`src/rtl/mem_lsu_if.sv`:
```
// rtl/mem_lsu_if.sv - data bus bundle between mem_lsu and the data memory
interface mem_lsu_if;
   logic        dbus_req;
   logic        dbus_we;
   logic [31:0] dbus_addr;
   logic [31:0] dbus_wdata;
   logic [3:0]  dbus_sel;
   logic [31:0] dbus_rdata;
   logic        dbus_ack;

   modport master (
      output dbus_req, dbus_we, dbus_addr, dbus_wdata, dbus_sel,
      input  dbus_rdata, dbus_ack
   );

   modport slave (
      input  dbus_req, dbus_we, dbus_addr, dbus_wdata, dbus_sel,
      output dbus_rdata, dbus_ack
   );
endinterface

```
`src/rtl/mem_lsu.sv`:
```
// rtl/mem_lsu.sv - memory-access stage with req/ack data bus (optional MISALIGN_CHK_EN fault check)
module mem_lsu #(
   parameter int TIMEOUT = 255
) (
   input  logic        clk,
   input  logic        rst,
   input  logic [4:0]  ex_wd,
   input  logic        ex_wreg,
   input  logic [31:0] ex_wdata,
   input  logic        ex_mem_re,
   input  logic        ex_mem_we,
   input  logic [2:0]  ex_mem_size,
   input  logic [31:0] ex_mem_addr,
   input  logic [31:0] ex_mem_sdata,
   output logic [4:0]  mem_wd,
   output logic        mem_wreg,
   output logic [31:0] mem_wdata,
   output logic        stall_req,
   output logic        mem_excp,
   mem_lsu_if.master   dbus
);

   typedef enum logic [1:0] {IDLE, REQ, DONE} state_t;

   localparam logic [7:0] TIMEOUT_M1 = 8'(TIMEOUT - 1);

   state_t      state_q;
   logic        dbus_req_q;
   logic        dbus_we_q;
   logic [31:0] dbus_addr_q;
   logic [31:0] dbus_wdata_q;
   logic [3:0]  dbus_sel_q;
   logic [31:0] ld_q;
   logic        err_q;
   logic [7:0]  cnt_q;
   logic [2:0]  size_q;
   logic [1:0]  lo_q;

   logic        access;
   logic        fault;
   logic [31:0] bus_wdata_d;
   logic [3:0]  bus_sel_d;
   logic [31:0] ld_ext_d;

   assign access = ex_mem_re | ex_mem_we;

`ifdef MISALIGN_CHK_EN
   // Halves must be 2-byte aligned, words 4-byte aligned; a fault never reaches the bus.
   assign fault = access &
                  (((ex_mem_size[1:0] == 2'b01) & ex_mem_addr[0]) |
                   ((ex_mem_size[1:0] == 2'b10) & (|ex_mem_addr[1:0])));
`else
   assign fault = 1'b0;
`endif

   // Store lane replication and byte enables; loads read the full word.
   always_comb begin
      bus_wdata_d = ex_mem_sdata;
      bus_sel_d   = 4'b1111;
      if (ex_mem_we) begin
         case (ex_mem_size[1:0])
            2'b00: begin
               bus_wdata_d = {4{ex_mem_sdata[7:0]}};
               bus_sel_d   = 4'b0001 << ex_mem_addr[1:0];
            end
            2'b01: begin
               bus_wdata_d = {2{ex_mem_sdata[15:0]}};
               bus_sel_d   = 4'b0011 << {ex_mem_addr[1], 1'b0};
            end
            default: begin
               bus_wdata_d = ex_mem_sdata;
               bus_sel_d   = 4'b1111;
            end
         endcase
      end
   end

   // Lane extraction of the returned word using the offset latched at issue time.
   always_comb begin
      logic [31:0] shifted;
      logic [7:0]  byte_v;
      logic [15:0] half_v;
      shifted = dbus.dbus_rdata >> {lo_q, 3'b000};
      byte_v  = shifted[7:0];
      half_v  = lo_q[1] ? dbus.dbus_rdata[31:16] : dbus.dbus_rdata[15:0];
      case (size_q)
         3'b000:  ld_ext_d = {{24{byte_v[7]}}, byte_v};
         3'b001:  ld_ext_d = {{16{half_v[15]}}, half_v};
         3'b100:  ld_ext_d = {24'h0, byte_v};
         3'b101:  ld_ext_d = {16'h0, half_v};
         default: ld_ext_d = dbus.dbus_rdata;
      endcase
   end

   // Access FSM; bus outputs, load data and error flag are all registered here.
   always_ff @(posedge clk or posedge rst) begin
      if (rst) begin
         state_q      <= IDLE;
         dbus_req_q   <= 1'b0;
         dbus_we_q    <= 1'b0;
         dbus_addr_q  <= 32'h0;
         dbus_wdata_q <= 32'h0;
         dbus_sel_q   <= 4'h0;
         ld_q         <= 32'h0;
         err_q        <= 1'b0;
         cnt_q        <= 8'h0;
         size_q       <= 3'h0;
         lo_q         <= 2'h0;
      end else begin
         case (state_q)
            IDLE: begin
               if (access && !fault) begin
                  dbus_req_q   <= 1'b1;
                  dbus_we_q    <= ex_mem_we;
                  dbus_addr_q  <= {ex_mem_addr[31:2], 2'b00};
                  dbus_wdata_q <= bus_wdata_d;
                  dbus_sel_q   <= bus_sel_d;
                  size_q       <= ex_mem_size;
                  lo_q         <= ex_mem_addr[1:0];
                  cnt_q        <= 8'h0;
                  err_q        <= 1'b0;
                  state_q      <= REQ;
               end
            end
            REQ: begin
               // An ack on the final allowed cycle still wins over the abort.
               if (dbus.dbus_ack) begin
                  if (!dbus_we_q) begin
                     ld_q <= ld_ext_d;
                  end
                  dbus_req_q <= 1'b0;
                  state_q    <= DONE;
               end else if (cnt_q == TIMEOUT_M1) begin
                  dbus_req_q <= 1'b0;
                  err_q      <= 1'b1;
                  state_q    <= DONE;
               end else begin
                  cnt_q <= cnt_q + 8'h1;
               end
            end
            DONE: begin
               err_q   <= 1'b0;
               cnt_q   <= 8'h0;
               state_q <= IDLE;
            end
            default: begin
               dbus_req_q <= 1'b0;
               state_q    <= IDLE;
            end
         endcase
      end
   end

   // Results towards mem_wb: pass-through when idle, load data or fault in DONE.
   always_comb begin
      mem_wd    = ex_wd;
      mem_wreg  = ex_wreg;
      mem_wdata = ex_wdata;
      stall_req = 1'b0;
      mem_excp  = 1'b0;
      if (rst) begin
         mem_wd    = 5'h0;
         mem_wreg  = 1'b0;
         mem_wdata = 32'h0;
      end else begin
         case (state_q)
            IDLE: begin
               if (fault) begin
                  mem_wreg = 1'b0;
                  mem_excp = 1'b1;
               end else if (access) begin
                  stall_req = 1'b1;
                  mem_wreg  = 1'b0;
               end
            end
            REQ: begin
               stall_req = 1'b1;
               mem_wreg  = 1'b0;
            end
            DONE: begin
               if (err_q) begin
                  mem_wreg = 1'b0;
                  mem_excp = 1'b1;
               end else if (dbus_we_q) begin
                  mem_wreg = 1'b0;
               end else begin
                  mem_wdata = ld_q;
               end
            end
            default: begin
               mem_wreg = 1'b0;
            end
         endcase
      end
   end

   assign dbus.dbus_req   = dbus_req_q;
   assign dbus.dbus_we    = dbus_we_q;
   assign dbus.dbus_addr  = dbus_addr_q;
   assign dbus.dbus_wdata = dbus_wdata_q;
   assign dbus.dbus_sel   = dbus_sel_q;

endmodule

```
`src/flat_wrapper.sv`:
```
// flat-port wrapper written by rule: the top's interface ports become plain ports
module mem_lsu_flat 
#(
   parameter int TIMEOUT = 255
)
  (clk, rst, ex_wd, ex_wreg, ex_wdata, ex_mem_re, ex_mem_we, ex_mem_size, ex_mem_addr, ex_mem_sdata, mem_wd, mem_wreg, mem_wdata, stall_req, mem_excp, dbus_dbus_req, dbus_dbus_we, dbus_dbus_addr, dbus_dbus_wdata, dbus_dbus_sel, dbus_dbus_rdata, dbus_dbus_ack);
  mem_lsu_if dbus_i ();
  input  logic clk;
  input  logic rst;
  input  logic [4:0] ex_wd;
  input  logic ex_wreg;
  input  logic [31:0] ex_wdata;
  input  logic ex_mem_re;
  input  logic ex_mem_we;
  input  logic [2:0] ex_mem_size;
  input  logic [31:0] ex_mem_addr;
  input  logic [31:0] ex_mem_sdata;
  output logic [4:0] mem_wd;
  output logic mem_wreg;
  output logic [31:0] mem_wdata;
  output logic stall_req;
  output logic mem_excp;
  output wire logic [$bits(dbus_i.dbus_req)-1:0] dbus_dbus_req;
  output wire logic [$bits(dbus_i.dbus_we)-1:0] dbus_dbus_we;
  output wire logic [$bits(dbus_i.dbus_addr)-1:0] dbus_dbus_addr;
  output wire logic [$bits(dbus_i.dbus_wdata)-1:0] dbus_dbus_wdata;
  output wire logic [$bits(dbus_i.dbus_sel)-1:0] dbus_dbus_sel;
  input wire logic [$bits(dbus_i.dbus_rdata)-1:0] dbus_dbus_rdata;
  input wire logic [$bits(dbus_i.dbus_ack)-1:0] dbus_dbus_ack;
  assign dbus_dbus_req = dbus_i.dbus_req;
  assign dbus_dbus_we = dbus_i.dbus_we;
  assign dbus_dbus_addr = dbus_i.dbus_addr;
  assign dbus_dbus_wdata = dbus_i.dbus_wdata;
  assign dbus_dbus_sel = dbus_i.dbus_sel;
  assign dbus_i.dbus_rdata = dbus_dbus_rdata;
  assign dbus_i.dbus_ack = dbus_dbus_ack;
  mem_lsu #(.TIMEOUT(TIMEOUT)) u_core (.clk(clk), .rst(rst), .ex_wd(ex_wd), .ex_wreg(ex_wreg), .ex_wdata(ex_wdata), .ex_mem_re(ex_mem_re), .ex_mem_we(ex_mem_we), .ex_mem_size(ex_mem_size), .ex_mem_addr(ex_mem_addr), .ex_mem_sdata(ex_mem_sdata), .mem_wd(mem_wd), .mem_wreg(mem_wreg), .mem_wdata(mem_wdata), .stall_req(stall_req), .mem_excp(mem_excp), .dbus(dbus_i));
endmodule
```
`config.mk`:
```
export PLATFORM = sky130hd
export DESIGN_NAME = mem_lsu_flat
export DESIGN_NICKNAME = d
export VERILOG_FILES = /design/src/rtl/mem_lsu_if.sv /design/src/rtl/mem_lsu.sv /design/src/flat_wrapper.sv
export SDC_FILE = /design/constraint.sdc
export NUM_CORES = 1
export LEC_CHECK = 0
export CORE_MARGIN = 5
export CORE_UTILIZATION = 47
export CTS_CLUSTER_DIAMETER = 150
export CTS_CLUSTER_SIZE = 24
export DETAILED_ROUTE_END_ITERATION = 16
export GPL_ROUTABILITY_DRIVEN = 0
export PLACE_DENSITY = 0.87
export REMOVE_ABC_BUFFERS = 1
export SLEW_MARGIN = 20
export SYNTH_ARGS = -nofsm -noshare
export SYNTH_HDL_FRONTEND = slang
export SYNTH_SLANG_ARGS = --single-unit
```
`constraint.sdc`:
```
create_clock -name clk -period 13.39 [get_ports clk]
set_clock_uncertainty 0.05 [all_clocks]
set_input_delay 3.3475 -clock clk [delete_from_list [all_inputs] [get_ports clk]]
set_output_delay 3.3475 -clock clk [all_outputs]
set_load 0.005 [all_outputs]
```
==> run summary, run 1 <==
Power spread over the standard cell area amounts to 204.2 mW/mm². The core region is 0.01257 mm². In this run the core area contains 41 standard-cell rows. The critical path is of the in -> out type. For the max-cap violation count, the log shows 0. The starting density of the core is 47.68%. The share of the synthesized area in compound gates (AO/OA/AOI/OAI) works out to 16.89%. STA classifies the critical path startpoint as a primary input. For the number of gates resized after cts, the log shows 0.

The worst path needs 8.553 ns of the cycle, external delays included. Clock-pin slew was measured on the worst setup and hold paths at 0.05 ns. The final number of max-transition violations came out at 0. Remaining antenna violation count after routing: 0.

After detailed routing, the number of remaining DRC violations is 0. The width of the chip is 122.9 µm, and the final wirelength is 20050 µm. The count of buffers from port buffering was 249. The most common library cell in the layout ignoring fill and taps is nand2_1. The xor and xnor fraction of the mapped netlist area is 0%, and the final standard cell count with taps included and fillers excluded is 1129. The run gives 252 as the number of top-level design ports. The repair_antennas step left the layout with diodes totalling 0. Final critical-path share of the clock period: 63.87%. Overall power consumption after layout is estimated at 1.865 mW. The number of buffers inserted during clock tree synthesis was 17; the share of layout cells above drive strength 1 was 6.479%.

At the worst endpoint, the required time is 9.99 ns. The library cells used most frequently in the layout, excluding fill and tap cells, are nand2_1 (266), clkdlybuf4s50_1 (249), dfrtp_1 (116), a21oi_1 (58), nor2_1 (45). Internal power comes to 1.204 mW. The flop and latch count out of synthesis works out to 116.

The pin count of the biggest net entering global routing was 84; the via density per instance was 5.334. Sequential elements use 48.44% of the synthesized area. The slack of the worst reg-to-reg path was 11.11 ns; the full die area was 0.01511 mm². The tools report the launch instance of the worst min-delay path as u_core.dbus.dbus_wdata[23]. In this run the power spent charging and discharging nets is 661.3 µW. After detailed routing, the average wire length per cell comes to 17.76 µm. The largest family of logic cells by synthesized area is simple AND/OR/NAND/NOR gates. The multiplexer area fraction after synthesis works out to 1.838%.

End of the worst register-to-register path: u_core.dbus.dbus_wdata[22]. After clock tree synthesis, the flow added hold-fix buffers numbering 0. The run gives 46 as the number of library cell types mapped by synthesis.

The path category of the worst min-delay check is reg -> reg. The number of enable-type register cells in the synthesized netlist works out to 0. The tools report the maximum level of the CTS H-tree as 4. Static timing analysis puts the maximum clock frequency at 116.9 MHz.

The async set-reset flop share out of synthesis is 100.0%. The first detailed-routing pass took 5 iterations. For the number of global-route vias before repair, the log shows 5922. Total congestion overflow: 0. The tools report the clock network fraction of design power as 25.8%. Of the total power, combinational logic draws 39.6%. The worst setup path is captured at a primary output. Of the total power, registers draw 34.6%. Commonest register cell after synthesis: dfrtp_1. Actual transition at the worst max-transition pin: 1.023 ns.

For this run, the total global-route usage over all layers was measured as 26.39%. For the worst setup path, the data arrival time is 5.16 ns. After the last flow step, the layout net total stands at 1088. Of all nets on the critical path, the largest fanout is 9. At the end of the flow the core is filled with cells to 72.66%. The number of cells on the worst hold path was 2; the standby leakage power was 3.960 nW. The peak supply drop was 125.3 µV; the maximum count of clock buffers along a single path was 2. The number of hold-slack violations in the final timing report came out at 0. The number of antenna violations at the first check in global routing was 0.

The worst register-to-register path has a depth of 5. The clock net in this run drives a total of 116 sinks. The first routing iteration left 516 violations. Synthesis produced a netlist whose cell count is 722. Summing the areas of all and, or, nand and nor instances in the mapped netlist gives 27.19% of the synthesized area. The average size of a mapped cell came out at 8.299 µm². The synthesized netlist devotes 0.4176% of its cell area to adder and majority cells. The reg-to-reg startpoint is u_core.state_q[0]. The share of total power consumed by net switching was 35.46%.

In this run the vertical extent of the chip is 122.9 µm. Setup repair after global routing left no endpoint under its margin. The post-DP HPWL is 14270 µm. TritonCTS built the clock tree.

The flow ran to the end, and the final reports show no timing, DRC or antenna violations. Endpoint of the worst hold-timing path: u_core.dbus.dbus_wdata[23]. The yosys synthesis warning count was 0; the synthesis-to-layout area growth was 52.41%. Summing all placed instances gives a cell area of 0.008497 mm².

The setup violation total in the final timing report was 0; the post-synth design cell area was 0.005992 mm². The final route contains 6022 vias. At the later pin of the worst-skew pair, clock insertion delay measures 0.41 ns.

Counting tap cells, the placed design contains a total of 1097 instances. In this run the clock root is driven by a clkbuf_16. Area of all placed cells without fillers: 0.009133 mm².

Measured against its own limit, the worst slew margin works out to 31.83%. Once the clock tree was built, the setup fixing pass inserted 0 buffers. The run gives 0 ns as the setup TNS after final layout. The first global-routing pass estimated 30480 µm of wire.
[critical path, cell delays in order]
cell and delay (ns):
clkdlybuf4s50_1 0.54, or4_4 0.60, a21oi_1 0.15, clkdlybuf4s50_1 0.52
[sequential cells by signal (all words and copies together), names as in the netlist]
| signal | flops |
|---|---|
| u_core.dbus.dbus_wdata | 32 |
| u_core.ld_q | 32 |
| u_core.dbus.dbus_addr | 30 |
| u_core.cnt_q | 8 |
| u_core.dbus.dbus_sel | 4 |
| u_core.size_q | 3 |
| u_core.lo_q | 2 |
| u_core.state_q | 2 |
| u_core.dbus.dbus_req | 1 |
| u_core.dbus.dbus_we | 1 |
| u_core.err_q | 1 |
[through the flow]
| step | hold slack, ns | setup slack, ns |
|---|---|---|
| after floorplan | 0.3984 | 5.153 |
| after global placement | 0.3986 | 4.837 |
| after detailed placement | 0.4068 | 4.822 |
| after CTS | 0.4192 | 4.819 |
| after global routing | 0.4432 | 4.780 |
| final | 0.4163 | 4.837 |
[logic make-up after synthesis]
family / Yosys count
compound gates: 154
fa+ha+maj: 2
buf+inv: 60
flops: 116
mux: 11
other cells: 1
simple gates: 378
[cells in the mapped netlist (7+ instances only)]
library cell	instances	area, µm²
a211oi_1	8	60.06
nand3b_1	7	52.55
nor2b_1	17	106.4
a32oi_1	8	70.07
o21ai_0	20	100.1
o31ai_1	26	195.2
clkbuf_1	23	86.33
nor2_1	45	168.9
nand2b_1	11	68.82
buf_2	19	95.09
a311oi_1	7	61.31
a21oi_1	58	290.3
mux2i_1	11	110.1
dfrtp_1	116	2903
a22oi_1	8	60.06
nand2_1	266	998.5
[worst max path at each step]
stage	startpoint	endpoint	slack (ns)	cells past startpoint
floorplan	ex_mem_we	u_core.dbus.dbus_wdata[10]	5.15	2
global placement	ex_mem_we	mem_wreg	4.84	4
detailed placement	ex_mem_we	mem_wreg	4.82	4
CTS	ex_mem_we	mem_wreg	4.82	4
global route	ex_mem_we	mem_wreg	4.78	4
finish	ex_mem_we	mem_wreg	4.84	4
[per-layer routing]
metal  share of wire, %  GRT usage, %  up-vias
li1                   -             -     2877
met1                 37         29.41     2828
met2                 48         43.97      290
met3                 13         12.99       27
met4                1.9         9.097        0
met5                  0             0        -
[area by class of cell]
cell class / count / area (µm²)
inverter: 5 / 21.27
fill: 941 / 3436
clock buffer: 17 / 425.4
tap: 172 / 215.2
multi-input combinational: 547 / 2811
sequential: 116 / 2903
timing repair buffer: 257 / 2552
clock inverter: 15 / 203.9
[power groups by stage]
stage	clock [mW]	combinational [mW]	sequential (mW)
detailed placement	0	0.739	0.646
finish	0.480	0.739	0.645
floorplan	0	0.352	0.628
global placement	0	0.724	0.640
CTS	0.488	0.747	0.644
global route	0.504	0.819	0.667
(Power assumes the default switching activity.)
==> run 2: changes to the inputs <==
Settings changed: CORE_UTILIZATION 47 to 43, PLACE_DENSITY 0.87 to 0.81.
Clock period 13.39 ns to 8.9 ns, I/O delays scaled along.
==> run 2 against run 1 <==
Critical path depth is the same. Routed wire length fell by 0.90%. First-iteration DRC count shrank 17%. Critical endpoint is now mem_wdata[14]. Die area rose by 8.5%. Sequential power increased by 51%. Global-route usage down 1.9 points. Non-clock buffer count unchanged. Largest power group unchanged. Highest routed layer unchanged. Final cell count up 0.62%. Register-to-register slack got worse by 4.6 ns.
==> run summary, run 2 (synthesis gave the netlist of run 1 again) <==
The final number of max-transition violations is 0 (unchanged). The number of antenna violations at the first check in global routing was 0 (unchanged); the number of diodes added for antenna fixing was 0 (unchanged). Reported net switching power: 972.1 µW (+47%). The via density per instance is 5.261 (-1.4%), and the power per cell area is 300.5 mW/mm² (+47%). The share of total power consumed by net switching works out to 35.65% (+0.19 points). Number of hold-slack violations in the final timing report: 0 (unchanged). The peak supply drop was 170.2 µV (+36%). Static timing analysis puts the maximum clock frequency at 155.5 MHz. The tools report the via total after detailed routing as 5977 (-0.75%). The path category of the worst min-delay check was reg -> reg. The area growth from synthesis to layout is 51.45%. The clock sink count was 116 (unchanged); the final routed DRC violation total was 0 (unchanged). Starting density of the core: 43.50% (-4.2 points). The worst setup path is captured at a primary output. Number of buffers inserted during clock tree synthesis: 17 (unchanged). The worst relative slew slack was 28.75% (-3.1 points). The run gives 0 (unchanged) as the remaining antenna violation count after routing. The path type of the worst setup path is in -> out.

The run gives 4.15 ns (-1.01 ns) as the data arrival time of the critical path. In the layout the commonest cells are nand2_1 (266), clkdlybuf4s50_1 (249), dfrtp_1 (116), a21oi_1 (58), nor2_1 (45). The worst slack after detailed placement came out at 2.451 ns (-2.371 ns). The number of DRC violations after detailed-routing iteration 0 came out at 426 (-17%). The cts-stage hold buffer count was 0 (unchanged); the overall global routing resource usage was 24.49% (-1.9 points). The clock slew seen by the registers of the worst setup and hold paths works out to 0.05 ns (about the same). Setup repair after global routing left no endpoint under its margin. TritonCTS built the clock tree.

The cell count after placement is 1105 (+0.73%), and the number of buffer and inverter stages on the critical path is 3 (+1). The clock network latency to the later pin of the worst-skew pair is 0.41 ns (about the same). The logs give 3.925 nW (-0.88%) for the standby leakage power and 35.7% (+1.1 points) for the fraction of power consumed by sequential logic.

The pin count of the biggest net entering global routing was 84 (unchanged); the vertical extent of the die was 128.0 µm (+4.2%). The actual transition at the worst max-transition pin is 1.069 ns (+0.04622 ns), and the post-DP HPWL is 14220 µm (-0.36%). The internal cell power was 1.755 mW (+46%); the worst-case setup margin in the final layout was 2.471 ns (-2.367 ns). The tools report the required arrival time at the worst endpoint as 6.63 ns (-3.36 ns). Most common library cell in the layout ignoring fill and taps: nand2_1. The number of detailed-routing iterations run before antenna repair is 7 (+2), and the share of layout cells above drive strength 1 is 6.172% (-0.31 points). The biggest cell delay along the critical path came out at 0.85 ns (+0.25 ns). The clock network fraction of design power came out at 23.9% (-1.9 points).

The buffer type at the clock tree root was clkbuf_16. The count of standard-cell rows was 43 (+4.9%); the full die area was 0.01640 mm² (+8.5%). Slowest cell on the critical path: clkdlybuf4s50_1. For the number of buffers inserted to repair setup after CTS, the log shows 0 (unchanged).

The maximum level of the CTS H-tree is 4 (unchanged). The flow ran to the end, and the final reports show no timing, DRC or antenna violations. Final wirelength: 19870 µm (-0.90%).

The biggest fanout along the worst timing path was 23 (+14). The number of gates resized after cts came out at 0 (unchanged). Number of nets in the finished design: 1088 (unchanged).

The total congestion overflow is 0 (unchanged), and the combinational power share is 40.4% (+0.8 points). The final total power is 2.727 mW (+46%). Traced cell by cell, the critical path runs through clkdlybuf4s50_1, buf_4, a21oi_1, clkdlybuf4s50_1.

The cell that appears most often on the critical path is clkdlybuf4s50_1. For the maximum count of clock buffers along a single path, the log shows 2 (unchanged). The worst setup path is launched from a primary input. Setup violation total in the final timing report: 0 (unchanged). The final critical-path share of the clock period is 72.24%, and the setup TNS after final layout is 0 ns (unchanged). Top cell family by delay on the critical path: buffers and inverters. The tools report the number of global-route vias before repair as 5964 (+0.71%). The count of buffers from port buffering is 249 (unchanged), and the first-pass GRT wire length is 31420 µm (+3.1%). The number of top-level design ports was 252 (unchanged); the max-cap violation count was 0 (unchanged). The wire length per cell is 17.49 µm (-1.5%), and the final standard cell count with taps included and fillers excluded is 1136 (+0.62%). Standard cell core area: 0.01377 mm² (+9.6%). The worst path in the final design needs a cycle of 6.429 ns, including I/O delays and setup.

Width of the chip: 128.0 µm (+4.2%).
[run 2: cell types whose count changed in the layout (fill, tap and decap cells not counted), sizes merged]
cell,delta
clkbuf,+4
inv,-3
bufinv,-2
clkinv,-1
clkinvlp,+1
[run 2: path summary, 6_finish.rpt]
path / startpoint / endpoint / slack [ns] / cells past startpoint
min in group asynchronous: rst / u_core.ld_q[10] / 3.06 / 3
min: u_core.dbus.dbus_wdata[21] / u_core.dbus.dbus_wdata[21] / 0.41 / 2
max in group asynchronous: rst / u_core.dbus.dbus_wdata[1] / 4.54 / 4
max: rst / mem_wdata[14] / 2.47 / 4
min reg2reg: u_core.dbus.dbus_wdata[21] / u_core.dbus.dbus_wdata[21] / 0.41 / 2
max reg2reg: u_core.state_q[0] / u_core.dbus.dbus_wdata[23] / 6.51 / 5
[run 2: layer usage]
layer	track usage, %	vias up	share of wire [%]
met1	29.21	2822	40
met3	10.67	35	11
met4	8.115	0	2.3
li1	-	2875	-
met5	0	-	0
met2	39.80	245	46
[run 2: worst register-to-register path, delay by kind of cell, from the launching register on]
kind,cells,cell delay [ns]
flip-flops,1,0.56
buffers and inverters,1,0.44
AO/OA/AOI/OAI,2,0.77
AND/OR/NAND/NOR,2,0.51
[run 2: power groups by stage]
stage,combinational (mW),clock (mW),sequential (mW)
after floorplan,0.529,0,0.945
after global placement,1.09,0,0.966
after detailed placement,1.11,0,0.975
after CTS,1.12,0.663,0.973
after global routing,1.23,0.688,1.01
final,1.10,0.651,0.975
[run 2: cell type report]
cell class | instances | area [µm²]
fill | 1180 | 4698
clock buffer | 21 | 450.4
inverter | 5 | 21.27
clock inverter | 10 | 108.9
tap | 180 | 225.2
multi-input combinational | 547 | 2814
timing repair buffer | 257 | 2552
sequential | 116 | 2903
[run 2: stage by stage]
stage               cell area (µm²)  hold WS (ns)  util, %
detailed placement             8509        0.4066    61.78
global placement               8509        0.4001    61.78
global route                   9075        0.4335    65.89
floorplan                      5705        0.3984        -
CTS                            9069        0.4178    65.84
finish                         9075        0.4128    65.89
